===== src/rtl/clock_monitor.sv =====
// Frequency monitor: counts rising edges of an asynchronous mon_clk over fixed clk windows
// and qualifies it with an IDLE/ACQ/LOCK FSM. Optional sticky error via CLOCK_MONITOR_STICKY_ERR_EN.
module clock_monitor #(
  parameter int unsigned WINDOW   = 1024,
  parameter int unsigned EXPECTED = 256,
  parameter int unsigned TOL      = 2,
  parameter int unsigned GOOD_N   = 4
) (
  input  logic        clk,
  input  logic        reset,
  input  logic        en,
  input  logic        mon_clk,
  input  logic        clr,
  output logic [15:0] count,
  output logic        count_valid,
  output logic        freq_ok,
  output logic [1:0]  state,
  output logic        err_sticky
);

  localparam int unsigned CW = 16;
  localparam int unsigned GW = 4;
  localparam int unsigned LO = (EXPECTED > TOL) ? EXPECTED - TOL : 0;
  localparam int unsigned HI = EXPECTED + TOL;
  localparam logic [16:0]   LO17      = 17'(LO);
  localparam logic [16:0]   HI17      = 17'(HI);
  localparam logic [CW-1:0] WIN_LAST  = CW'(WINDOW - 1);
  localparam logic [GW-1:0] GOOD_LAST = GW'(GOOD_N);

  typedef enum logic [1:0] {
    IDLE = 2'd0,
    ACQ  = 2'd1,
    LOCK = 2'd2
  } state_t;

  state_t        st_q, st_d;
  logic          s1, s2, s3;
  logic [CW-1:0] win_q, win_d;
  logic [CW-1:0] edges_q, edges_d;
  logic [GW-1:0] good_q, good_d;
  logic [GW-1:0] good_inc;
  logic [CW-1:0] count_d;
  logic          count_valid_d;
  logic          freq_ok_d;
  logic          edge_c;
  logic          win_end;
  logic          in_range;
  logic          lock_lost;
  logic [CW-1:0] total;

  // Rising edge seen one stage past the two-flop synchronizer
  assign edge_c   = s2 & ~s3;
  assign win_end  = (st_q != IDLE) && (win_q == WIN_LAST);
  assign total    = (edge_c && (edges_q != 16'hFFFF)) ? edges_q + 16'd1 : edges_q;
  assign in_range = ({1'b0, total} >= LO17) && ({1'b0, total} <= HI17);
  assign good_inc = good_q + 4'd1;
  assign state    = st_q;

  always_ff @(posedge clk or posedge reset) begin
    if (reset) begin
      st_q        <= IDLE;
      s1          <= 1'b0;
      s2          <= 1'b0;
      s3          <= 1'b0;
      win_q       <= '0;
      edges_q     <= '0;
      good_q      <= '0;
      count       <= '0;
      count_valid <= 1'b0;
      freq_ok     <= 1'b0;
    end else begin
      st_q        <= st_d;
      s1          <= mon_clk;
      s2          <= s1;
      s3          <= s2;
      win_q       <= win_d;
      edges_q     <= edges_d;
      good_q      <= good_d;
      count       <= count_d;
      count_valid <= count_valid_d;
      freq_ok     <= freq_ok_d;
    end
  end

  // Next state, counters and window-end bookkeeping; en low always wins
  always_comb begin
    st_d          = st_q;
    win_d         = win_q;
    edges_d       = edges_q;
    good_d        = good_q;
    count_d       = count;
    count_valid_d = 1'b0;
    lock_lost     = 1'b0;
    if (!en) begin
      st_d    = IDLE;
      win_d   = '0;
      edges_d = '0;
      good_d  = '0;
    end else begin
      case (st_q)
        IDLE: begin
          st_d    = ACQ;
          win_d   = '0;
          edges_d = '0;
          good_d  = '0;
        end
        ACQ, LOCK: begin
          edges_d = total;
          win_d   = win_q + 16'd1;
          if (win_end) begin
            win_d         = '0;
            edges_d       = '0;
            count_d       = total;
            count_valid_d = 1'b1;
            if (st_q == ACQ) begin
              if (in_range) begin
                good_d = good_inc;
                if (good_inc >= GOOD_LAST) st_d = LOCK;
              end else begin
                good_d = '0;
              end
            end else if (!in_range) begin
              st_d      = ACQ;
              good_d    = '0;
              lock_lost = 1'b1;
            end
          end
        end
        default: st_d = IDLE;
      endcase
    end
    freq_ok_d = (st_d == LOCK);
  end

`ifdef CLOCK_MONITOR_STICKY_ERR_EN
  // Set on loss of lock; set beats a simultaneous clear
  always_ff @(posedge clk or posedge reset) begin
    if (reset)          err_sticky <= 1'b0;
    else if (lock_lost) err_sticky <= 1'b1;
    else if (clr)       err_sticky <= 1'b0;
  end
`else
  logic unused_sticky;
  assign unused_sticky = clr | lock_lost;
  assign err_sticky    = 1'b0;
`endif

endmodule

===== config.mk =====
export PLATFORM = sky130hd
export DESIGN_NAME = clock_monitor
export DESIGN_NICKNAME = d
export VERILOG_FILES = /design/src/rtl/clock_monitor.sv
export SDC_FILE = /design/constraint.sdc
export NUM_CORES = 1
export LEC_CHECK = 0
export BUFFER_PORTS_ARGS = -buffer_cell sky130_fd_sc_hd__buf_2
export CORE_MARGIN = 2
export CORE_UTILIZATION = 30
export CTS_BUF_LIST = sky130_fd_sc_hd__clkbuf_8 sky130_fd_sc_hd__clkbuf_16
export DETAILED_ROUTE_END_ITERATION = 10
export PLACE_DENSITY_LB_ADDON = 0.08
export SYNTH_ARGS = -nofsm -noshare
export SYNTH_HDL_FRONTEND = slang
export SYNTH_SLANG_ARGS = --single-unit

===== constraint.sdc =====
create_clock -name clk -period 2.6 [get_ports clk]
set_clock_uncertainty 0.1 [all_clocks]
set_input_delay 0.78 -clock clk [delete_from_list [all_inputs] [get_ports clk]]
set_output_delay 0.78 -clock clk [all_outputs]
set_load 0.01 [all_outputs]

; ---- Word-level counts from Yosys, hierarchy flattened
; Cells that the tools add are included.
[word_totals]
ff_bits = 59
inputBits = 5
output_inout_bits = 21
[op_classes]
addsub = 3
magnitude_cmp = 3
eq_ne = 8
mux = 23
bitwise_logic = 2
reduce_logical = 8
[op_table]
columns = operator, count
row1 = $mux W16, 5
row2 = $pmux W16 S2, 2
row3 = $add A16 B1 Y16 const B, 2
row4 = $mux W4, 5
row5 = $eq A16 B10 Y1 const B, 1
row6 = $ge A16 B8 Y1 const B, 1
row7 = $le A16 B9 Y1 const B, 1
row8 = $ne A16 B16 Y1 const B, 1
row9 = $mux W2, 6
row10 = $pmux W4 S2, 1
row11 = $reduce_and A3 Y1, 2
row12 = $add A4 B1 Y4 const B, 1
row13 = $eq A2 B2 Y1 const B, 2
row14 = $ge A4 B3 Y1 const B, 1
row15 = $ne A4 B4 Y1 const B, 1
row16 = $pmux W2 S2, 1
row17 = $logic_and A1 B1 Y1, 3
row18 = $mux W1, 3
row19 = $ne A3 B1 Y1 const B, 1
row20 = $ne A3 B3 Y1 const B, 1
row21 = $eq A2 B1 Y1 const B, 1
row22 = $logic_not A2 Y1, 1
row23 = $reduce_bool A2 Y1, 1
row24 = $reduce_or A2 Y1, 1
row25 = other kinds (2), 2

; ---- Logic depth before layout (Yosys ltp)
[logic_depth]
depth_word = 12
mapped_depth = 10
mapped_depth_nobuf = 9

; ---- Worst setup path after synthesis
; OpenSTA, ideal clock, no wires.
[synth_timing]
kind = register to register
start = reg edges_q[1]
end = reg st_q[0] (netlist: state[0])
setup_time_ns = 0.131
arrival_ns = 2.626
required_ns = 2.369
path_slack_ns = -0.257
path_stages_with_launch = 11
path_buffers = 1
period_less_slack_ns = 2.857
cell_sequence = dfrtp_1 > ha_1 > nand3_2 > or3_1 > clkbuf_1 > mux2i_1 > o2111ai_1 > or4_4 > o31ai_4 > a31oi_1 > or3_1
[synth_via]
elab_chain_cells = 10
[synth_rtl]
columns = element, line
row1 = start: declaration, 39  ; logic [CW-1:0] edges_q, edges_d;
row2 = start signal: assignment, 77  ; edges_q <= edges_d;
row3 = "parallel branches: the longest is 2 deep, another holds $add A16 B1 Y16", --
row4 = $mux W16 *, 54  ; assign total = (edge_c && (edges_q != 16'hFFFF)) ? edges_q + 16'd1 : edges_q;
row5 = $ge A16 B8 Y1 or $le A16 B9 Y1 (tied branches), 55  ; assign in_range = ({1'b0, total} >= LO17) && ({1'b0, total} <= HI17);
row6 = $logic_and A1 B1 Y1 *, 55
row7 = $mux W2 (on tied branches), "122, 116"
row8 = $mux W2 *, 115  ; if (st_q == ACQ) begin
row9 = $mux W2 *, 110  ; if (win_end) begin
row10 = $pmux W2 S2 *, 100  ; case (st_q)
row11 = $mux W2 *, 94  ; if (!en) begin
row12 = via st_d[0], 36  ; state_t st_q, st_d;
row13 = end signal: assignment, 72  ; st_q <= st_d;
row14 = end: declaration, 36
; Mark *: on every way through the listed nets, which the timed path passes.
; A chain may end at the register's enable or synchronous reset.

; ---- Worst setup path in the final report
[layout_timing]
start = reg edges_q[0]
end = reg st_q[0] (netlist: state[0])
; The elaborated chain is that of the path after synthesis.

==> impl_metrics.ini <==
[sta]
slew_violations = 0
fin_crit_ps = 2750
finalSetupTns_ps = -656
setup_viol = 6
clock.fmax_mhz = 364
setup_ws_ps = -146
hold_viol = 0
period_share_pct = 106
rsz0062_at_grt = true

[worst_setup_path]
end_kind = flip-flop
cp-start-kind = flip-flop
crit_fanout = 5
path_common_cell = or4_4
required_ps = 2710
critPathKind = reg -> reg
arrival_ps = 2860
max_stage_delay_ps = 550
cp_cell_sequence = ha_4, nand3_4, or4_4, o21ai_2, a21oi_2, or4_4, o31ai_4, a31oi_2, or3_1
cpMaxStageDelayCell = or4_4

[global_routing]
grt_first_pass_wirelength_mm = 16.0
grt_start_max_net_pins = 60
grtUsageTotal_pct = 16.5
overflow = 0
grt_pass1_vias = 3045
antenna_found_initial = 0

[synth]
yosys_warnings = 0
syn_inst = 392
synth_ff_type = dfrtp_1
synth-compound-area-share_pct = 16.4
synth_edf_count = 0
synthSimpleGateAreaFrac_pct = 27.5
synth_xor_area_share_pct = 5.36
avgSynthCellArea_um2 = 8.76
synthAdderAreaFrac_pct = 2.55
synth_top_family_by_area = simple AND/OR/NAND/NOR gates
syn_area_um2 = 3430
async_flop_share_pct = 100
synth_seq_cells = 59
muxShareOfSynthArea_pct = 0.948
synth_cell_types = 59
synth_seq_area_share_pct = 43.0
syn_nets = 404

[finish]
mostFrequentLayoutCell = buf_4
final_cell_mix = 63 x buf_4, 58 x dfrtp_1, 51 x nand2_1
final_net_count = 483
syn2layout_area_growth_pct = 34.4
fillers = 1137
diodes = 0
final_cell_count_no_fill = 619
drive_gt1_share_pct = 30.3

[clock_network]
cts_tree = done
postCtsHoldBufs = 0
htreeDepth = 3
clk_path_buf_depth = 2
cts.sinks = 59
cts_inserted_buffers = 9
clock_latency_ps = 340
clkTransAtPathRegs_ps = 50
cts_root_buf = clkbuf_16

[floorplan]
core_um2 = 11300
dieWidth_um = 111
die_h_um = 111
io_pins = 26
start_util_pct = 30.5
design.die.area_um2 = 12300
num_rows = 39

[job]
cap_violations = 0

[power_and_ir_drop]
power_density_nw_per_um2 = 597
ir_drop_uv = 297
p_leak_nw = 2.13
finalPower_mw = 2.75

[detailed_routing]
drc = 0
wl_per_cell_um = 15.2
num_vias = 3094
routed_via_density = 5.00
finalWirelength_mm = 9.39
first_pass_iters = 5
drtIter0Drc = 122
drtAntennaViolNets = 0

[placed_design]
portBuffers = 23
gp_congestion = 0.856
place_hpwl_mm = 6.57
dp.cells = 595

[status]
status = finished, violations left
violations = setup timing

[worst_hold_path]
hold_class = reg -> reg
[synth_stat cells, drive strengths merged (2+ instances only)]
library cell  instances  share of area, %
buf                   9               1.5
nand4                13               3.7
nor3                 10               1.5
a211oi                2              0.58
mux2                  2              0.66
inv                  11               1.2
or4                   3              0.87
nor2                 47               5.1
nand3                17               2.8
xnor2                12               3.1
or2                   2              0.36
xor2                  9               2.3
or3                   3              0.55
o31ai                 7               1.9
ha                    7               2.6
and2                  3              0.55
o22ai                 2              0.36
and3                  9               1.7
nand2b                3              0.55
o211ai                2              0.44
a21oi                19               2.8
a21bo                 2              0.58
nor4                  6               1.5
o2111ai               3              0.77
a41oi                 2              0.51
nand2                51               5.6
nor2b                 2              0.36
dfrtp                59                43
clkbuf               13               1.4
or3b                  2              0.51
o21ai                38               5.6
a31oi                 6               1.1
[state kept, by name, summed over array words and instances, names as in the netlist]
name	count
count	16
edges_q	16
win_q	16
good_q	4
state	2
count_valid	1
freq_ok	1
s1	1
s2	1
s3	1
[report_power, final]
group	switching, mW	internal (mW)
combinational	0.307	0.173
clock	0.428	0.885
sequential	0.0193	0.941
[path summary, 6_finish.rpt]
kind / from / end / slack [ps] / cells past startpoint
max: edges_q[0] / state[0] / -150 / 9
min in group asynchronous: reset / win_q[15] / 410 / 3
min reg2reg: s1 / s2 / 250 / 0
max reg2reg: edges_q[0] / state[0] / -150 / 9
min: s1 / s2 / 250 / 0
max in group asynchronous: reset / count[8] / 1720 / 3
[worst max-delay path: cells and delay by family, from the launching register on]
family / cells / cell delay (ps)
compound gates: 4 / 460
flops: 1 / 390
simple gates: 4 / 1520
fa+ha+maj: 1 / 160
[through the flow]
stage                     util (%)  hold slack [ps]  area (µm²)  setup WS, ps
after floorplan                  -              231        3470          -121
after global placement        36.6              231        4120          -241
after detailed placement      36.6              237        4120          -253
after CTS                     40.7              249        4580          -158
after global routing          40.9              270        4610          -257
final                         40.9              247        4610          -146
[kinds of logic after synthesis]
logic type,count (synthesis)
AO/OA/AOI/OAI,90
other,1
flip-flops,59
XOR/XNOR,21
buffers and inverters,33
multiplexers,3
AND/OR/NAND/NOR,178
adder cells (fa/ha/maj),7
[routing by layer]
layer	routed length, µm	GRT usage (%)
met1	4690	22.6
met2	4350	25.2
met3	179	3.28
met4	179	7.17
met5	0	0
[final cells by class]
type	count	area (µm²)	share of cell area, %
clock buffer	11	253	5.48
clock inverter	5	75.1	1.63
inverter	11	41.3	0.895
multi-input combinational	300	1940	42.0
sequential	59	1480	32.0
tap	143	179	3.88
timing repair buffer	90	651	14.1
[timing repair]
| action | CTS | global route |
|---|---|---|
| gates resized for setup | 18 | 6 |
| setup buffers | 7 | 1 |
| pin swaps | 9 | 4 |
| gates cloned | 0 | 0 |
| setup endpoints to repair | 7 | 7 |
No activity file was read; power rests on OpenSTA's default activity.
